<file path="config.mk">
export PLATFORM = sky130hd
export DESIGN_NAME = piso_serializer
export DESIGN_NICKNAME = d
export VERILOG_FILES = /design/src/rtl/piso_pkg.sv /design/src/rtl/piso_bit_counter.sv /design/src/rtl/piso_serializer.sv
export SDC_FILE = /design/constraint.sdc
export NUM_CORES = 1
export LEC_CHECK = 0
export ABC_CLOCK_PERIOD_IN_PS = 1650
export BUFFER_PORTS_ARGS = -buffer_cell sky130_fd_sc_hd__buf_2
export CAP_MARGIN = 0
export CORE_MARGIN = 2
export CORE_UTILIZATION = 49
export CTS_BUF_LIST = sky130_fd_sc_hd__clkbuf_16
export DETAILED_ROUTE_END_ITERATION = 10
export PLACE_DENSITY = 0.87
export SYNTH_ARGS = -nofsm -noshare
export SYNTH_HDL_FRONTEND = slang
export SYNTH_SLANG_ARGS = --single-unit
export TNS_END_PERCENT = 10
</file>
<file path="constraint.sdc">
create_clock -name clk -period 1.65 [get_ports clk]
set_clock_uncertainty 0.15 [all_clocks]
set_input_delay 0.0825 -clock clk [delete_from_list [all_inputs] [get_ports clk]]
set_output_delay 0.0825 -clock clk [all_outputs]
set_load 0.02 [all_outputs]
</file>
<file path="src/rtl/piso_pkg.sv">
// Shared types and constants for the parametrised PISO serializer.
package piso_pkg;

  typedef enum logic {
    IDLE  = 1'b0,
    SHIFT = 1'b1
  } state_t;

  localparam logic DIR_MSB = 1'b0;
  localparam logic DIR_LSB = 1'b1;

  localparam int DEFAULT_WIDTH = 8;

endpackage

</file>
<file path="src/rtl/piso_bit_counter.sv">
// Terminal-count counter: synchronous clear, count enable, and a flag that
// is high while the count sits on the terminal value.
module piso_bit_counter #(
  parameter int TERM = 7,
  parameter int CW   = 4
) (
  input  logic          clk,
  input  logic          rst,
  input  logic          clr,
  input  logic          en,
  output logic [CW-1:0] cnt,
  output logic          last
);

  always_ff @(posedge clk or negedge rst) begin
    if (!rst)       cnt <= '0;
    else if (clr)   cnt <= '0;
    else if (en)    cnt <= cnt + 1'b1;
  end

  assign last = (cnt == CW'(TERM));

endmodule

</file>
<file path="src/rtl/piso_serializer.sv">
// Parallel-in/serial-out shifter with a valid/ready load handshake and
// per-word direction. Optional trailing parity bit when PISO_PARITY_EN is defined.
module piso_serializer
  import piso_pkg::*;
#(
  parameter int WIDTH      = DEFAULT_WIDTH,
  parameter bit PARITY_ODD = 1'b0
) (
  input  logic             clk,
  input  logic             rst,
  input  logic [WIDTH-1:0] pi,
  input  logic             ld_valid,
  output logic             ld_ready,
  input  logic             dir,
  input  logic             shift_en,
  output logic             so,
  output logic             so_valid,
  output logic             busy,
  output logic             done,
  output logic [WIDTH-1:0] rshift
);

  localparam int CW = $clog2(WIDTH + 1);
`ifdef PISO_PARITY_EN
  localparam int TERM = WIDTH;
`else
  localparam int TERM = WIDTH - 1;
`endif

  state_t          state, nxt;
  logic            dir_q;
  logic            load, step, fin, last;
  logic            data_bit, bit_out;
  logic [CW-1:0]   cnt;

  assign ld_ready = rst && (state == IDLE);
  assign busy     = (state == SHIFT);
  assign load     = ld_valid && ld_ready;
  assign step     = (state == SHIFT) && shift_en;
  assign fin      = step && last;

  piso_bit_counter #(.TERM(TERM), .CW(CW)) u_cnt (
    .clk  (clk),
    .rst  (rst),
    .clr  (load),
    .en   (step),
    .cnt  (cnt),
    .last (last)
  );

  always_ff @(posedge clk or negedge rst) begin
    if (!rst) state <= IDLE;
    else      state <= nxt;
  end

  always_comb begin
    nxt = state;
    case (state)
      IDLE:    if (load) nxt = SHIFT;
      SHIFT:   if (fin)  nxt = IDLE;
      default: nxt = IDLE;
    endcase
  end

  assign data_bit = dir_q ? rshift[0] : rshift[WIDTH-1];

`ifdef PISO_PARITY_EN
  logic par_q;

  always_ff @(posedge clk or negedge rst) begin
    if (!rst)      par_q <= 1'b0;
    else if (load) par_q <= (^pi) ^ PARITY_ODD;
  end

  // Data is fully drained once cnt reaches WIDTH; that slot carries parity.
  assign bit_out = (cnt == CW'(WIDTH)) ? par_q : data_bit;
`else
  assign bit_out = data_bit;
`endif

  always_ff @(posedge clk or negedge rst) begin
    if (!rst) begin
      rshift   <= '0;
      dir_q    <= DIR_MSB;
      so       <= 1'b0;
      so_valid <= 1'b0;
      done     <= 1'b0;
    end else begin
      so_valid <= step;
      done     <= fin;
      if (load) begin
        rshift <= pi;
        dir_q  <= dir;
      end else if (step) begin
        so     <= bit_out;
        rshift <= (dir_q == DIR_LSB) ? {1'b0, rshift[WIDTH-1:1]}
                                     : {rshift[WIDTH-2:0], 1'b0};
      end
    end
  end

endmodule
</file>
# --- Word level (Yosys, flattened, before mapping) ---
# Index checks and enable logic that the tools add are counted.
word_totals:
  register_bits: 17
  wordCells: 26
classes:
  n_reduce_logical: 6
  bitwise_logic: 2
  n_mux: 9
  eq_ne: 1
  addsub: 1
op_table:
  columns: ["cell", "count"]
  rows:
  - ["$mux 8", 3]
  - ["$mux 4", 2]
  - ["$add 4x1->4 const B", 1]
  - ["$eq 4x3->1 const B", 1]
  - ["$logic_and 1x1->1", 4]
  - ["$mux 1", 3]
  - ["$not 1->1", 2]
  - ["$pmux 1 s2", 1]
  - ["$reduce_and 2->1", 1]
  - ["$reduce_bool 2->1", 1]

# --- Depth between registers and ports, before layout ---
logic_depth:
  ltp_word: 5
  depth_mapped: 5

# --- By module ---
# From an unflattened synthesis, not the netlist that was laid out.
unflattened:
  hier_cells: 84
  area_unflattened_um2: 857.1
modules_own_cells:
  columns: ["mod", "cells_per_inst", "area_each_um2", "instances"]
  rows:
  - ["piso_serializer", 66, 656.9, 1]
  - ["piso_bit_counter", 18, 200.2, 1]

# --- Least setup slack after synthesis ---
# Ideal clock, no wire load.
synth_timing:
  path_type: "register -> register"
  startpoint: "reg state, in the netlist busy"
  endpoint: "reg u_cnt.cnt[2]"
  t_arrival_ns: 1.083
  n_path_buf: 1
  synth_period_minus_slack_ns: 1.351
  setup_time_ns: 0.118
  slack_ns: 0.299
  required_ns: 1.382
  path_stages_with_launch: 5
  cell_sequence: "dfrtp_1 > and3b_1 > buf_2 > mux2i_1 > a21o_1"
synth_between:
  elab_chain_cells: 4
  elab_cells_between_ends: 6
  cone_classes: "1 x mux; 1 x bitwise; 4 x reduce/logical"
synth_lines:
  columns: ["element", "line_no", "text"]
  rows:
  - ["start, declared", "piso_serializer.sv:30", "state_t state, nxt;"]
  - ["start signal, assigned", "piso_serializer.sv:53", "else state <= nxt;"]
  - ["$not 1->1", null, null]
  - ["$logic_and 1x1->1", "piso_serializer.sv:36", "assign ld_ready = rst && (state == IDLE);"]
  - ["$logic_and 1x1->1", "piso_serializer.sv:38", "assign load = ld_valid && ld_ready;"]
  - ["$mux 4 or $reduce_bool 2->1 (tied branches)", null, null]
  - ["end signal, assigned", "piso_bit_counter.sv:18", "else if (en) cnt <= cnt + 1'b1;"]
  - ["end, declared", "piso_bit_counter.sv:11", "output logic [CW-1:0] cnt,"]
# Several ways; a longest one is shown, not always the timed one.
# A chain may end at the register's enable or synchronous reset.

# --- Worst setup path after layout ---
layout_timing:
  startpoint: "reg state, in the netlist busy"
  endpoint: "reg u_cnt.cnt[3]"
# Same word-level chain as after synthesis.

==> run summary <==
Ys flop type: dfrtp_1
Cell area after synthesis: 846 um2
WS Path Type: register to register
Vias per cell: 5.56
Area taken by multi-input logic gates: 370 um2
Reg2reg end: u_cnt.cnt[3]
Ant diodes: 0
Reg2reg path depth: 4
Netlist cell types: 24
Rows: 15
Worst r2r src: busy
Outcome: completed
Hold EP: busy
Clock root buffer: clkbuf_16
Yosys warns: 0
Worst hold path depth: 4
WP data arrival: 1470 ps
Number of global-route vias before repair: 723
CP max FO: 17
Width of the die: 45.5 um
First-pass GRT wire length: 3.19 mm
Gate Count Post-Synth: 88
Most Used Layer, Global Route: met2
Slew headroom: 0.673
Routed Antenna Nets: 0
Final setup viols: 0
Hold/Removal Path Class: primary input to register
Initial core utilization: 0.506
Buf+Inv Stages, Crit Path: 1
M1 GR Usage: 0.263
Critical path depth: 4
Number of enable flip-flop cells after synthesis: 0
CTS tree: yes
Worst slew pin tran: 491 ps
Grt total ovfl: 0
Syn Nets: 102
Drt initial violations: 15
Slowest library cell on the worst path: dfrtp_1
Worst setup margin: 200 ps
Final-report hold violation count: 0
Largest stage delay, worst path: 420 ps
DIE AREA: 2070 um2
Dpl hpwl: 1.35 mm
HP Start: shift_en
LEAKAGE: 0.561 nW
Clock latency on the worst-skew pair: 250 ps
Avg Synthesized Cell Area: 9.61 um2
Clk pin slew, worst setup/hold paths: 50 ps
RSZ-0062 raised after global routing: no
Fill count: 136
Total CTS buffers: 3
Area Growth Syn to Fin: 36.1%
Dpl ws: 200 ps
Startpoint Class: register
FF-to-FF setup slack: 200 ps
Total number of vias: 789
Final WL: 2.05 mm
Final TNS setup: 0 ps
CP Cell Sequence: nand2_2 > inv_2 > nand4_1 > mux2i_1
# IOs: 26
Routing usage on met2: 0.386
Worst Setup End Kind: register
Top cell type's share of synthesized area: 0.503
Met3 Track Usage GR: 0.0357
CP top delay family: simple AND/OR/NAND/NOR gates
Area contributors post-synth: dfrtp_1 (50%), nand2_1 (7.1%), o21ai_0 (5.9%)
GRT Total Usage: 0.219
Yosys reg bits: 17
Post-synth top cells: dfrtp_1 (17), nand2_1 (16), o21ai_0 (10), nor2b_1 (6)
Register area share after synthesis: 0.503
Final net count: 140
Wire length per cell: 14.4 um
H-tree depth: 1
Residual DRC: 0
Core ar.: 1670 um2
Min cycle time layout: 1450 ps
Slew Limit Fails: 0
Crit path required time: 1660 ps
Sequential Area: 425 um2
Largest area contributor in the netlist: dfrtp_1
Non-filler cells, final: 142
Tcrit/Tclk final: 0.879
Port Buffers: 25
# clock sinks: 17
Max-cap violations: 0
Gp weighted congestion: 0.801
Most frequent cell after synthesis: dfrtp_1
Share of post-route cells with drive strength above 1: 0.272
Post-synth ARST share: 1.00
Peak VDD IR: 0.000967 V
Power Total: 2.13 mW
Largest net degree at the start of global routing: 18
Chip height: 45.5 um
Drt first pass iters: 4
Max Clk Rate: 690 MHz
PwrDens: 1850 nW/um2
Initial antenna violation count: 0
Placed insts: 127
Clock tree buffer depth: 2
==> kinds of logic after synthesis <==
| family | Yosys count | synth area share |
|---|---|---|
| and+or+nand+nor | 36 | 0.216 |
| AOI/OAI and AO/OA | 24 | 0.172 |
| DFF | 17 | 0.503 |
| buffers and inverters | 7 | 0.0592 |
| muxes | 3 | 0.0355 |
| adders and majority gates | 1 | 0.0148 |
==> through the flow <==
stage	hold slack (ps)	cell area (um2)	util
2_1_floorplan	-363	846	-
3_3_place_gp	-226	965	0.578
3_5_place_dp	-220	965	0.578
4_1_cts	18.8	1140	0.685
5_1_grt	52.6	1150	0.689
6_report	14.3	1150	0.689
==> final cells by class <==
| type | count | share of cell area |
|---|---|---|
| Clock inverter | 1 | 0.00326 |
| Inverter | 2 | 0.00652 |
| Sequential cell | 17 | 0.370 |
| Tap cell | 17 | 0.0185 |
| Timing Repair Buffer | 38 | 0.215 |
| Clock buffer | 3 | 0.0652 |
| Multi-Input combinational cell | 64 | 0.322 |
==> report_power, final <==
part	switching, mW	internal, mW
registers	0.221	0.602
logic	0.478	0.349
clock network	0.155	0.322
total	0.853	1.27
==> per-layer routing <==
metal / wire length [um] / vias to the layer above
met4: 36 / 0
met5: 0 / -
met2: 1010 / 27
met1: 911 / 375
li1: - / 381
met3: 88 / 6
==> worst max path at each step <==
stage                     from  slack, ps            to
final                     busy        200  u_cnt.cnt[3]
after global routing      busy        110     rshift[0]
after CTS                  rst         90     rshift[6]
after detailed placement  busy        200  u_cnt.cnt[0]
after global placement    busy        270  u_cnt.cnt[0]
after floorplan           busy        300  u_cnt.cnt[2]
==> worst register-to-register path: stages (launching register included) <==
cell and delay, ps:
dfrtp_1 420, nand2_2 290, inv_2 170, nand4_1 140, mux2i_1 200
==> sequential cells by signal, summed over array words and instances (netlist names) <==
signal,cells
so,1
u_cnt.cnt,4
dir_q,1
rshift,8
done,1
busy,1
so_valid,1
==> cells in the final DEF, fill, tap and decap left out <==
cell / n
buf_2: 25
mux2i_1: 3
a21o_1: 1
o21ai_1: 5
nand3_1: 3
nand2_1: 16
a211oi_2: 1
nand2_2: 1
a211oi_1: 5
buf_4: 3
nor3b_1: 1
nor2_1: 3
inv_2: 1
ha_1: 1
nand3b_1: 3
and3b_1: 1
and2b_1: 1
clkbuf_16: 3
nand4_1: 1
o21ai_0: 10
dlygate4sd3_1: 10
a31oi_1: 2
nor2b_1: 6
inv_1: 2
dfrtp_1: 17
==> timing repair <==
action / 4_1_cts / 5_1_grt
endpoints found under the hold margin: 26 / 0
setup buffers: 0 / 1
setup endpoints to repair: 0 / 7
gates resized for setup: 0 / 0
hold buffers: 10 / 0
No activity file was read; power rests on OpenSTA's default activity.
